`src/rtl/xs3_serial_adder.sv`:
```
`default_nettype none
// ============================================================================
// Module   : xs3_serial_adder
// Brief    : Digit-serial multi-digit Excess-3 adder, LSD first, one digit per
//            clock under a start/busy/done handshake. Optional input digit
//            range check is built only when XS3_CHECK_EN is defined.
// Revision : 1.0
// ============================================================================
module xs3_serial_adder #(
    parameter int DIGITS = 4
) (
    input  logic                  clk,
    input  logic                  rst_n,
    input  logic                  start,
    input  logic [4*DIGITS-1:0]   A,
    input  logic [4*DIGITS-1:0]   B,
    input  logic                  Cin,
    output logic                  busy,
    output logic                  done,
    output logic [4*DIGITS-1:0]   F,
    output logic                  Cout,
    output logic                  err
);

    localparam int CNT_W = $clog2(DIGITS + 1);
    localparam logic [CNT_W-1:0] LAST_CNT = CNT_W'(DIGITS - 1);

    localparam logic [1:0] S_IDLE = 2'd0;
    localparam logic [1:0] S_RUN  = 2'd1;
    localparam logic [1:0] S_DONE = 2'd2;

    logic [1:0]            state_q,  state_d;
    logic [4*DIGITS-1:0]   a_q,      a_d;
    logic [4*DIGITS-1:0]   b_q,      b_d;
    logic                  carry_q,  carry_d;
    logic [CNT_W-1:0]      cnt_q,    cnt_d;
    logic [4*DIGITS-1:0]   result_q, result_d;
    logic [4*DIGITS-1:0]   f_q,      f_d;
    logic                  cout_q,   cout_d;

    logic                  accept;
    logic [4:0]            sum5;
    logic [3:0]            digit;
    logic [4*DIGITS+3:0]   shifted;

    // A start is honoured in DONE as well as IDLE, so back-to-back ops lose no cycle.
    assign accept  = start && (state_q != S_RUN);
    assign sum5    = {1'b0, a_q[3:0]} + {1'b0, b_q[3:0]} + {4'b0000, carry_q};
    assign digit   = sum5[4] ? (sum5[3:0] + 4'd3) : (sum5[3:0] + 4'd13);
    assign shifted = {digit, result_q};

    always_comb begin
        state_d  = state_q;
        a_d      = a_q;
        b_d      = b_q;
        carry_d  = carry_q;
        cnt_d    = cnt_q;
        result_d = result_q;
        f_d      = f_q;
        cout_d   = cout_q;
        case (state_q)
            S_IDLE, S_DONE: begin
                state_d = S_IDLE;
                if (accept) begin
                    a_d      = A;
                    b_d      = B;
                    carry_d  = Cin;
                    cnt_d    = '0;
                    result_d = '0;
                    state_d  = S_RUN;
                end
            end
            S_RUN: begin
                a_d      = a_q >> 4;
                b_d      = b_q >> 4;
                carry_d  = sum5[4];
                cnt_d    = cnt_q + CNT_W'(1);
                result_d = shifted[4*DIGITS+3:4];
                if (cnt_q == LAST_CNT) begin
                    f_d     = shifted[4*DIGITS+3:4];
                    cout_d  = sum5[4];
                    state_d = S_DONE;
                end
            end
            default: state_d = S_IDLE;
        endcase
    end

    always_ff @(posedge clk or negedge rst_n) begin
        if (!rst_n) begin
            state_q  <= S_IDLE;
            a_q      <= '0;
            b_q      <= '0;
            carry_q  <= 1'b0;
            cnt_q    <= '0;
            result_q <= '0;
            f_q      <= '0;
            cout_q   <= 1'b0;
        end else begin
            state_q  <= state_d;
            a_q      <= a_d;
            b_q      <= b_d;
            carry_q  <= carry_d;
            cnt_q    <= cnt_d;
            result_q <= result_d;
            f_q      <= f_d;
            cout_q   <= cout_d;
        end
    end

`ifdef XS3_CHECK_EN
    logic err_q, err_d;
    logic bad_digit;

    // Legal XS3 digits are 0x3..0xC; anything else in either operand flags err.
    always_comb begin
        bad_digit = 1'b0;
        for (int i = 0; i < DIGITS; i++) begin
            if ((A[4*i +: 4] < 4'd3) || (A[4*i +: 4] > 4'd12) ||
                (B[4*i +: 4] < 4'd3) || (B[4*i +: 4] > 4'd12)) begin
                bad_digit = 1'b1;
            end
        end
        err_d = accept ? bad_digit : err_q;
    end

    always_ff @(posedge clk or negedge rst_n) begin
        if (!rst_n) begin
            err_q <= 1'b0;
        end else begin
            err_q <= err_d;
        end
    end

    assign err = err_q;
`else
    assign err = 1'b0;
`endif

    assign busy = (state_q == S_RUN);
    assign done = (state_q == S_DONE);
    assign F    = f_q;
    assign Cout = cout_q;

endmodule
`default_nettype wire

```
`config.mk`:
```
export PLATFORM = sky130hd
export DESIGN_NAME = xs3_serial_adder
export DESIGN_NICKNAME = d
export VERILOG_FILES = /design/src/rtl/xs3_serial_adder.sv
export SDC_FILE = /design/constraint.sdc
export NUM_CORES = 1
export LEC_CHECK = 0
export BUFFER_PORTS_ARGS = -buffer_cell sky130_fd_sc_hd__buf_2
export CAP_MARGIN = 30
export CORE_MARGIN = 2
export CORE_UTILIZATION = 59
export CTS_CLUSTER_DIAMETER = 50
export DETAILED_ROUTE_END_ITERATION = 10
export PLACE_DENSITY = 0.84
export SLEW_MARGIN = 20
export SYNTH_ARGS = -nofsm -noshare
export SYNTH_HDL_FRONTEND = slang
export SYNTH_SLANG_ARGS = --single-unit
export TNS_END_PERCENT = 100
```
`constraint.sdc`:
```
create_clock -name clk -period 8 [get_ports clk]
set_input_delay 0 -clock clk [delete_from_list [all_inputs] [get_ports clk]]
set_output_delay 0 -clock clk [all_outputs]
set_load 0.01 [all_outputs]
```
==> impl_results.md, run 1 <==
- Status: finished, final reports clean
- R2R Setup Slk: 4.75 ns
- HPWL after DPL: 3.68 mm
- Crit path required time: 8.23 ns
- Area growth from synthesis to layout: 30.5%
- CTS tree: done
- Pwr dens: 476 nW/µm²
- Yosys warnings: 0
- Reg2reg end: F[15]
- Total negative setup slack: 0 ns
- Cts repair resizes: 0
- Dominant cell type by area after synthesis: dfrtp_1
- Register area share after synthesis: 0.576
- Setup ws final: 4.75 ns
- Synth Cell Area: 2910 µm²
- Iter 0 DRT Violations: 121
- DR pass1 iterations: 4
- DR DRC count: 0
- Slew margin rel.: 0.373
- Max Slew Vio Count: 0
- Total number of vias: 2344
- Hold Path End: cnt_q[0]
- Worst path arrival time: 3.48 ns
- Largest cells by area after synthesis: dfrtp_1 58%, nand2_1 7.1%, a22o_1 5.4%
- Fin area: 3800 µm²
- Hold Crit Class: in2reg
- Worst r2r src: a_q[0]
- Setup WS pre-CTS: 4.77 ns
- Endpoints failing setup: 0
- Max-Cap Viols: 0
- Clock-pin slew on the worst setup and hold paths: 0.08 ns
- Initial antenna violation count: 0
- Fmax: 308 MHz
- CP peak stage delay: 0.45 ns
- Setup CP Type: reg2reg
- Die Width: 74.3 µm
- CTS Buffer Depth: 2
- Global placement routability congestion: 0.792
- Vias in the first global route: 2309
- Dpl cell area: 3200 µm²
- Vias/cell: 5.46
- Clock root cell: clkbuf_8
- RSZ-0062 raised after global routing: no
- Pin count of the biggest net entering global routing: 68
- Row Count: 25
- Nets: 403
- Largest delay share family, worst path: adder cells
- Peak supply drop: 0.229 mV
- Least-Margin Pin Slew: 0.940 ns
- Power Total: 1.81 mW
- Worst Hold Path Cells: 5
- Slowest cell on crit path: fa_1
- TritonCTS Buffers: 9
- Initial cell density of the core: 0.613
- Crit path max fanout: 5
- Post-Layout Cell Count: 429
- Full die area: 5520 µm²
- CP Capture Type: flop
- CP Launch Type: flop
- Fin. Hold Viols: 0
- Cell chain of the critical path: fa_1, inv_1, fa_1, inv_1, a21o_1, a21oi_1, inv_1, ha_1, a21o_1, a21oi_2, xor2_1, xnor2_1, mux2_4
- Final Skew: 0.00925 ns
- Top Ports: 56
- Number of diodes: 0
- Placed cell count: 378
- Post-synth top area share: 0.576
- CTS HTree Levels: 3
- Worst R2R Path Depth: 13
- Later-pin clock latency in the skew report: 0.35 ns
- Buf/Inv on CP: 3
- CP most frequent cell: inv_1
- Synth unique cells: 29
- Die Ht: 74.3 µm
- Wire per inst: 15.2 µm
- Total routed wirelength: 6.51 mm
- Core area: 4750 µm²
- Synth Instances: 273
- Ratio of cells with drive above 1 in the final layout: 0.227
- Leakage: 1.87 nW
- Global-route wire length before repair: 10.6 mm
- Final worst-path cycle share: 0.406
- Syn_nets: 319
- Count of input and output buffers: 54
- Minimum clock period: 3.25 ns
- GR Util All Layers: 0.262
- Clk sinks: 67
- Synth Register Bits: 67
- Syn_area_per_cell: 10.7 µm²
- Worst Hold Launch: start
- Antenna-violating nets left: 0
- Gr ovfl total: 0
==> registers in the layout (all words and copies together), names as in the netlist <==
| signal | cells |
|---|---|
| Cout | 1 |
| F | 16 |
| a_q | 16 |
| b_q | 16 |
| carry_q | 1 |
| cnt_q | 3 |
| result_q | 12 |
| state_q | 2 |
==> placed cells by master, fill, tap and decap left out, types with 2 or more instances in the layout <==
| cell | n |
|---|---|
| buf_2 | 54 |
| nand2_1 | 55 |
| a21o_1 | 3 |
| a21oi_1 | 3 |
| dlygate4sd3_1 | 34 |
| mux2_1 | 12 |
| bufinv_16 | 3 |
| clkbuf_8 | 9 |
| o21ai_1 | 12 |
| a21oi_2 | 2 |
| xnor2_1 | 2 |
| nand2b_1 | 3 |
| buf_4 | 2 |
| a31oi_1 | 22 |
| fa_1 | 3 |
| o21ai_0 | 2 |
| inv_1 | 8 |
| clkinv_4 | 3 |
| a22o_1 | 18 |
| dfrtp_1 | 67 |
| nor2_1 | 24 |
| ha_1 | 7 |
| xor2_1 | 2 |
==> area by class of cell <==
cell class                 instances  area, µm²
fill                             313        952
clock inverter                     7        125
sequential                        67       1680
tap                               67       83.8
timing repair buffer              91        637
inverter                          10       40.0
multi-input combinational        178       1120
clock buffer                       9        124
==> cell usage after synthesis (all sizes together) <==
cell     n
xnor2    2
conb     1
nand2b   4
ha       7
xor2     2
fa       3
mux2    13
a31oi   22
o21ai   14
nand2   56
dfrtp   67
a21o     3
clkbuf   4
nor2    25
buf     14
a21oi    5
inv     10
nor2b    2
a22o    18
a22oi    1
==> how the worst max path moves through the flow <==
stage	from	endpoint	slack, ns	depth (start not counted)
2_1_floorplan	a_q[0]	F[15]	5.07	13
3_3_place_gp	a_q[0]	F[15]	4.98	13
3_5_place_dp	a_q[0]	F[15]	4.77	13
4_1_cts	a_q[0]	F[15]	4.76	13
5_1_grt	a_q[0]	F[15]	4.52	13
6_report	a_q[0]	F[15]	4.75	13
==> where the power goes <==
| part | internal (mW) | switching [mW] |
|---|---|---|
| Combinational | 0.375 | 0.489 |
| Sequential | 0.504 | 0.0901 |
| Clock | 0.210 | 0.142 |
==> cells by family after synthesis <==
family	after synthesis	share of synthesized area
AO/OA/AOI/OAI	63	0.147
XOR/XNOR	4	0.0120
adder cells (fa/ha/maj)	10	0.0507
buffers and inverters	28	0.0430
flip-flops	67	0.576
multiplexers	13	0.0515
other	1	0.00129
AND/OR/NAND/NOR	87	0.119
==> what timing repair did <==
item / 4_1_cts / 5_1_grt
setup buffers: 0 / 0
endpoints found under the hold margin: 100 / 0
hold buffers: 34 / 0
==> tightest hold or removal path, delay by kind of cell <==
kind,cells,cell delay [ns]
buf+inv,1,0.09
compound gates,1,0.05
simple gates,3,0.32
==> through the flow <==
step / utilization / hold WS, ns
5_1_grt: 0.800 / 0.170
2_1_floorplan: - / -0.296
3_3_place_gp: 0.673 / 0.223
4_1_cts: 0.797 / 0.300
3_5_place_dp: 0.673 / 0.231
6_report: 0.800 / 0.149
==> routing by layer <==
metal | wire length (µm) | global-route usage
met2 | 3320 | 0.443
met3 | 315 | 0.0474
met4 | 231 | 0.141
met1 | 2640 | 0.321
met5 | 0 | 0
No activity file was read; power rests on OpenSTA's default activity.
==> run 2, diff against run 1 <==
--- a/config.mk
+++ b/config.mk
@@ -5,13 +5,14 @@
 export SDC_FILE = /design/constraint.sdc
 export NUM_CORES = 1
 export LEC_CHECK = 0
+export ABC_AREA = 1
 export BUFFER_PORTS_ARGS = -buffer_cell sky130_fd_sc_hd__buf_2
 export CAP_MARGIN = 30
 export CORE_MARGIN = 2
-export CORE_UTILIZATION = 59
+export CORE_UTILIZATION = 55
 export CTS_CLUSTER_DIAMETER = 50
 export DETAILED_ROUTE_END_ITERATION = 10
-export PLACE_DENSITY = 0.84
+export PLACE_DENSITY = 0.79
 export SLEW_MARGIN = 20
 export SYNTH_ARGS = -nofsm -noshare
 export SYNTH_HDL_FRONTEND = slang
==> constraint.sdc (replaced) <==
create_clock -name clk -period 3.2 [get_ports clk]
set_input_delay 0 -clock clk [delete_from_list [all_inputs] [get_ports clk]]
set_output_delay 0 -clock clk [all_outputs]
set_load 0.01 [all_outputs]
==> run 2 against run 1 <==
Combinational power rose to 3.0 times the previous value. Die area up 15%. Critical path type unchanged. Register-to-register slack lost 4.1 ns. Power increased to 2.6 times the previous value. Clock-buffer cell count grew 5. Non-clock buffer count is 8 lower.
==> impl_results.md, run 2 <==
- Status: finished, final reports clean
- Post-Layout Cell Count: 463 (+7.9%)
- Crit path max fanout: 5 (unchanged)
- Ratio of cells with drive above 1 in the final layout: 0.251 (+0.0241)
- CTS HTree Levels: 3 (unchanged)
- Nets: 432 (+7.2%)
- CP Capture Type: flop
- Max-Cap Viols: 0 (unchanged)
- Power Total: 4.68 mW (+160%)
- R2R Setup Slk: 0.62 ns (-4.13 ns)
- Total routed wirelength: 6.78 mm (+4.2%)
- # fillers: 412 (+32%)
- Fin. Hold Viols: 0 (unchanged)
- Core area: 5540 µm² (+17%)
- CTS tree: done
- Global-route wire length before repair: 11.5 mm (+8.5%)
- Global placement routability congestion: 0.823 (+3.8%)
- Most common cell after layout, fill and taps aside: dfrtp_1
- Leakage: 1.87 nW (+0.16%)
- Hold Path End: a_q[6]
- Count of input and output buffers: 54 (unchanged)
- Vias in the first global route: 2485 (+7.6%)
- Setup CP Type: reg2reg
- Final worst-path cycle share: 0.806 (+0.400)
- Initial cell density of the core: 0.570 (-0.0428)
- RSZ-0062 raised after global routing: no
- Full die area: 6360 µm² (+15%)
- Seq pwr share: 0.300 (-0.028)
- Synth Area in Simple Gates: 0.138 (+0.0189)
- Max Slew Vio Count: 0 (unchanged)
- Clock share of power: 0.145 (-0.049)
- Largest family of logic cells by synthesized area: compound AO/OA/AOI/OAI gates
- Final hold slack: 0.0100 ns (-0.139 ns)
- Sw Share: 0.432 (+0.0339)
- Antenna-violating nets left: 0 (unchanged)
- Post-synth top area share: 0.531 (-0.0445)
- Fmax: 388 MHz (+26%)
- Placed cell count: 420 (+11%)
- Synth Area in XOR/XNOR: 0.00555 (-0.00648)
- Register area share after synthesis: 0.531 (-0.0445)
- Initial antenna violation count: 0 (unchanged)
- Peak supply drop: 0.734 mV (+220%)
- Post-synth ARST share: 1.00 (unchanged)
- GR Util All Layers: 0.242 (-0.0196)
- Least-Margin Pin Slew: 0.578 ns (-0.362 ns)
- EDFF count, synth: 0 (unchanged)
- Wire per inst: 14.6 µm (-3.5%)
- Synth Instances: 309 (+13%)
- Total negative setup slack: 0 ns (unchanged)
- Clock root cell: clkbuf_8
- Synth Area in Compound Gates: 0.176 (+0.0295)
- Die Ht: 79.8 µm (+7.4%)
- Final Skew: 0.00806 ns (-0.00119 ns)
- Vias/cell: 5.35 (-2.0%)
- CTS Buffer Depth: 2 (unchanged)
- Hold Crit Class: in2reg
- P_int: 2.65 mW (+140%)
- HPWL after DPL: 4.14 mm (+12%)
- Synth unique cells: 29 (unchanged)
- Worst path arrival time: 2.81 ns (-0.67 ns)
- NetSw: 2.02 mW (+180%)
- Dominant cell type by area after synthesis: dfrtp_1
- DR DRC count: 0 (unchanged)
- Clock-pin slew on the worst setup and hold paths: 0.07 ns (about the same)
- Mux contribution to synthesized area: 0 (-0.0515)
- Top Ports: 56 (unchanged)
- Most frequent cells in the layout: 67 x dfrtp_1, 54 x buf_2, 50 x inv_1
- Dpl cell area: 3410 µm² (+6.6%)
- Minimum clock period: 2.58 ns (-0.669 ns)
- Row Count: 27 (+8.0%)
- CP Launch Type: flop
- Synth Cell Area: 3160 µm² (+8.4%)
- Yosys warnings: 0 (unchanged)
- Clk sinks: 67 (unchanged)
- Most common library cells after synthesis: 67 x dfrtp_1, 50 x inv_1, 39 x nand2_1
- Slew margin rel.: 0.613 (+0.240)
- TritonCTS Buffers: 9 (unchanged)
- Later-pin clock latency in the skew report: 0.34 ns (about the same)
- Setup WS pre-CTS: 0.628 ns (-4.14 ns)
- Worst r2r src: a_q[0]
- Number of diodes: 0 (unchanged)
- DR pass1 iterations: 4 (unchanged)
- Count leader, synth: dfrtp_1
- Pin count of the biggest net entering global routing: 46 (-32%)
- Area growth from synthesis to layout: 22.7%
- Post-synth top flop: dfrtp_1
- Worst Hold Launch: A[6]
- Pwr dens: 1210 nW/µm² (+150%)
- Largest cells by area after synthesis: dfrtp_1 53%, a221oi_2 8.6%, inv_1 5.9%
- Syn_nets: 355 (+11%)
- Gate power share: 0.555 (+0.078)
- Die Width: 79.8 µm (+7.4%)
- Gr ovfl total: 0 (unchanged)
- Total number of vias: 2478 (+5.7%)
- Final core occ: 0.699 (-0.101)
- Post-CTS Setup Inserts: 0 (unchanged)
- Adder-cell share of the synthesized area: 0.0468 (-0.00392)
- Iter 0 DRT Violations: 149 (+23%)
- Syn_area_per_cell: 10.2 µm² (-4.3%)
- Worst R2R Path Depth: 18 (+5)
- Setup ws final: 0.622 ns (-4.13 ns)
- Crit path required time: 3.43 ns (-4.80 ns)
- Endpoints failing setup: 0 (unchanged)
- Synth Register Bits: 67 (unchanged)
- Worst Hold Path Cells: 3 (-2)
- Reg2reg end: result_q[15]
- Fin area: 3870 µm² (+1.8%)
==> run 2: power groups by stage <==
stage	logic [mW]	clock network (mW)	registers, mW
after floorplan	2.04	0	1.44
after global placement	2.46	0	1.40
after detailed placement	2.56	0	1.42
after CTS	2.59	0.689	1.40
after global routing	2.93	0.727	1.44
final	2.59	0.677	1.40
==> run 2: cell type report <==
| class | instances | area, µm² | area share |
|---|---|---|---|
| clock buffer | 14 | 153 | 0.0394 |
| clock inverter | 2 | 35.0 | 0.00905 |
| inverter | 53 | 201 | 0.0520 |
| multi-input combinational | 172 | 1160 | 0.300 |
| sequential | 67 | 1680 | 0.433 |
| tap | 72 | 90.1 | 0.0233 |
| timing repair buffer | 83 | 556 | 0.143 |
==> run 2: worst max-delay path by stage <==
stage,start,to,slack (ns),cells after the start
2_1_floorplan,a_q[0],result_q[15],0.92,17
3_3_place_gp,a_q[0],result_q[15],0.82,17
3_5_place_dp,a_q[0],result_q[15],0.63,17
4_1_cts,a_q[0],result_q[15],0.63,17
5_1_grt,a_q[0],result_q[15],0.36,18
6_report,a_q[0],result_q[15],0.62,18
==> run 2: per-layer routing <==
layer	track usage	wire, µm	part of all wire
met1	0.297	2920	0.43
met2	0.404	3370	0.50
met3	0.0441	320	0.047
met4	0.137	168	0.025
met5	0	0	0
==> run 2: logic make-up after synthesis <==
family	after synthesis
fa+ha+maj	10
compound gates	64
buf+inv	70
other cells	1
xor+xnor	2
simple gates	95
flops	67
==> run 2: worst max-delay path: stages, from the launching register on <==
cell and delay [ns]:
dfrtp_1 0.41, fa_1 0.45, inv_1 0.11, fa_1 0.20, inv_1 0.05, nand2_1 0.05
nand2_1 0.06, nand2_1 0.18, inv_1 0.08, ha_1 0.31, nand2_1 0.06, nor2_1 0.09
nor2_1 0.05, nand2_1 0.07, nand2_1 0.05, nand2_1 0.05, nand2_1 0.07, nand2_1 0.07
nand2_1 0.05
==> run 2: timing repair <==
action | 4_1_cts | 5_1_grt
resized for setup | 0 | 0
hold endpoints to repair | 48 | 0
hold buffers | 27 | 0
==> run 3, diff against run 2 <==
==> constraint.sdc (replaced) <==
create_clock -name clk -period 2.41 [get_ports clk]
set_input_delay 0 -clock clk [delete_from_list [all_inputs] [get_ports clk]]
set_output_delay 0 -clock clk [all_outputs]
set_load 0.01 [all_outputs]
==> run 3 against run 2 <==
Design area is 2.8% higher. Highest routed layer unchanged. Worst hold slack worse by 0.00091 ns. Power is 45% higher. Flip-flop and latch count stayed put. Die area stayed put. Sequential share of layout area is 1.2 points lower. Largest cell class unchanged. Global-route usage is 0.63 points lower. Non-clock buffer count is 2 higher. Combinational power is 50% higher. Register-to-register slack worse by 0.62 ns. Worst setup slack worse by 0.62 ns.
==> impl_results.md, run 3 (synthesis results as in run 2) <==
- Top Ports: 56 (unchanged)
- Gr ovfl total: 0 (unchanged)
- Seq pwr share: 0.275 (-0.025)
- Max Slew Vio Count: 0 (unchanged)
- Final core occ: 0.719 (+0.0199)
- Reg2reg end: result_q[15]
- Worst Hold Launch: B[1]
- TritonCTS Buffers: 9 (unchanged)
- Endpoints failing setup: 0 (unchanged)
- Slew margin rel.: 0.611 (-0.00251)
- Pin count of the biggest net entering global routing: 68 (+48%)
- Setup WS pre-CTS: -0.0631 ns (-0.691 ns)
- Final worst-path cycle share: 1.00 (+0.194)
- Vias in the first global route: 2441 (-1.8%)
- CP Launch Type: flop
- P_int: 3.91 mW (+47%)
- Count of input and output buffers: 54 (unchanged)
- # fillers: 404 (-1.9%)
- Die Width: 79.8 µm (unchanged)
- Vias/cell: 5.31 (-0.87%)
- Worst Hold Path Cells: 3 (unchanged)
- Wire per inst: 14.9 µm (+1.7%)
- Crit path from: carry_q
- Hold Crit Class: in2reg
- Status: finished, final reports clean
- Leakage: 1.90 nW (+1.7%)
- CTS HTree Levels: 3 (unchanged)
- Global placement routability congestion: 0.846 (+2.8%)
- CTS tree: done
- RSZ-0062 raised after global routing: yes
- Least-Margin Pin Slew: 0.582 ns (+0.00375 ns)
- Global-route wire length before repair: 11.4 mm (-0.84%)
- Peak supply drop: 0.800 mV (+8.9%)
- Fin. Hold Viols: 0 (unchanged)
- Setup ws final: 0.0000282 ns (-0.622 ns)
- CP Capture Type: flop
- Final hold slack: 0.00910 ns (-0.000912 ns)
- Setup CP Type: reg2reg
- DR pass1 iterations: 4 (unchanged)
- R2R Setup Slk: 0.00003 ns (-0.62 ns)
- Crit path required time: 2.64 ns (-0.79 ns)
- HPWL after DPL: 4.13 mm (-0.22%)
- Total routed wirelength: 6.93 mm (+2.2%)
- Max-Cap Viols: 0 (unchanged)
- Minimum clock period: 2.41 ns (-0.168 ns)
- Hold Path End: b_q[1]
- Row Count: 27 (unchanged)
- Number of diodes: 0 (unchanged)
- Iter 0 DRT Violations: 176 (+18%)
- Sw Share: 0.425 (-0.00760)
- Worst r2r src: carry_q
- Clock-pin slew on the worst setup and hold paths: 0.07 ns (about the same)
- Gate power share: 0.571 (+0.016)
- Final Skew: 0.0101 ns (+0.00200 ns)
- Initial cell density of the core: 0.570 (unchanged)
- Worst path arrival time: 2.64 ns (-0.17 ns)
- Core area: 5540 µm² (unchanged)
- Clock share of power: 0.154 (+0.009)
- DR DRC count: 0 (unchanged)
- Initial antenna violation count: 0 (unchanged)
- Most common cell after layout, fill and taps aside: dfrtp_1
- Worst R2R Path Depth: 18 (unchanged)
- NetSw: 2.89 mW (+43%)
- Clock root cell: clkbuf_8
- Pwr dens: 1710 nW/µm² (+41%)
- Antenna-violating nets left: 0 (unchanged)
- CTS Buffer Depth: 2 (unchanged)
- Crit path max fanout: 4 (-1)
- Die Ht: 79.8 µm (unchanged)
- Fmax: 415 MHz (+7.0%)
- Later-pin clock latency in the skew report: 0.34 ns (about the same)
- Nets: 434 (+0.46%)
- Clk sinks: 67 (unchanged)
- Full die area: 6360 µm² (unchanged)
- Total number of vias: 2467 (-0.44%)
- Area growth from synthesis to layout: 26.2%
- GR Util All Layers: 0.236 (-0.00630)
- Ratio of cells with drive above 1 in the final layout: 0.293 (+0.0420)
- Most frequent cells in the layout: 67 x dfrtp_1, 54 x buf_2, 48 x inv_1
-- run 3: cell count changes in the layout (fill, tap and decap cells not counted), moves of 2 or more --
cell / change
buf_4: +3
clkbuf_1: -3
dlygate4sd3_1: -2
fa_1: -2
fa_2: +2
ha_1: -2
ha_4: +2
inv_1: -2
nand2_1: -3
nand2_2: +2
-- run 3: per-layer routing --
layer,track usage,vias up,wire (µm)
li1,-,1196,-
met3,0.0645,14,346
met5,0,-,0
met4,0.0831,0,121
met2,0.394,77,3470
met1,0.297,1180,2990
-- run 3: worst max-delay path: stages (launching register included) --
cell and delay (ns):
dfrtp_1 0.41, fa_2 0.41, inv_2 0.09, fa_2 0.21, inv_1 0.04, nand2_1 0.07, nand2_2 0.08, nand2_4 0.12
inv_4 0.05, ha_4 0.27, nand2_2 0.05, nor2_2 0.09, nor2_1 0.05, nand2_1 0.08, nand2_1 0.06, nand2_1 0.06
nand2_1 0.07, nand2_1 0.06, nand2_1 0.05
-- run 3: timing repair --
action	in CTS	in global routing
buffers inserted	0	3
gates resized for setup	4	8
endpoints found under the hold margin	91	0
hold buffers	25	0
setup endpoints to repair	2	4
pin swaps	0	11
-- run 3: metrics by stage --
step / TNS, ns / instances / area (µm²) / power, mW
finish: 0 / 465 / 3980 / 6.80
global route: -0.422 / 465 / 3980 / 7.38
CTS: 0 / 462 / 3920 / 6.41
detailed placement: -0.122 / 421 / 3430 / 5.30
global placement: 0 / 421 / 3430 / 5.11
floorplan: 0 / 309 / 3160 / 4.62
-- run 3: worst max path at each step --
stage | endpoint | slack (ns)
final | result_q[15] | 0.00003
after global routing | result_q[15] | -0.15
after CTS | result_q[15] | 0.05
after detailed placement | result_q[15] | -0.06
after global placement | result_q[15] | 0.09
after floorplan | result_q[15] | 0.13
-- run 3: cell type report --
cell class,instances,area (µm²),area share
Sequential cell,67,1680,0.421
Tap cell,72,90.1,0.0226
Clock buffer,12,155,0.0390
Timing Repair Buffer,85,578,0.145
Inverter,53,204,0.0512
Clock inverter,4,72.6,0.0182
Multi-Input combinational cell,172,1210,0.303
-- run 3: power by group through the flow --
| stage | combinational (mW) | sequential [mW] | clock, mW |
|---|---|---|---|
| 6_report | 3.88 | 1.87 | 1.04 |
| 5_1_grt | 4.33 | 1.92 | 1.13 |
| 4_1_cts | 3.48 | 1.87 | 1.06 |
| 3_5_place_dp | 3.41 | 1.89 | 0 |
| 3_3_place_gp | 3.25 | 1.86 | 0 |
| 2_1_floorplan | 2.71 | 1.91 | 0 |
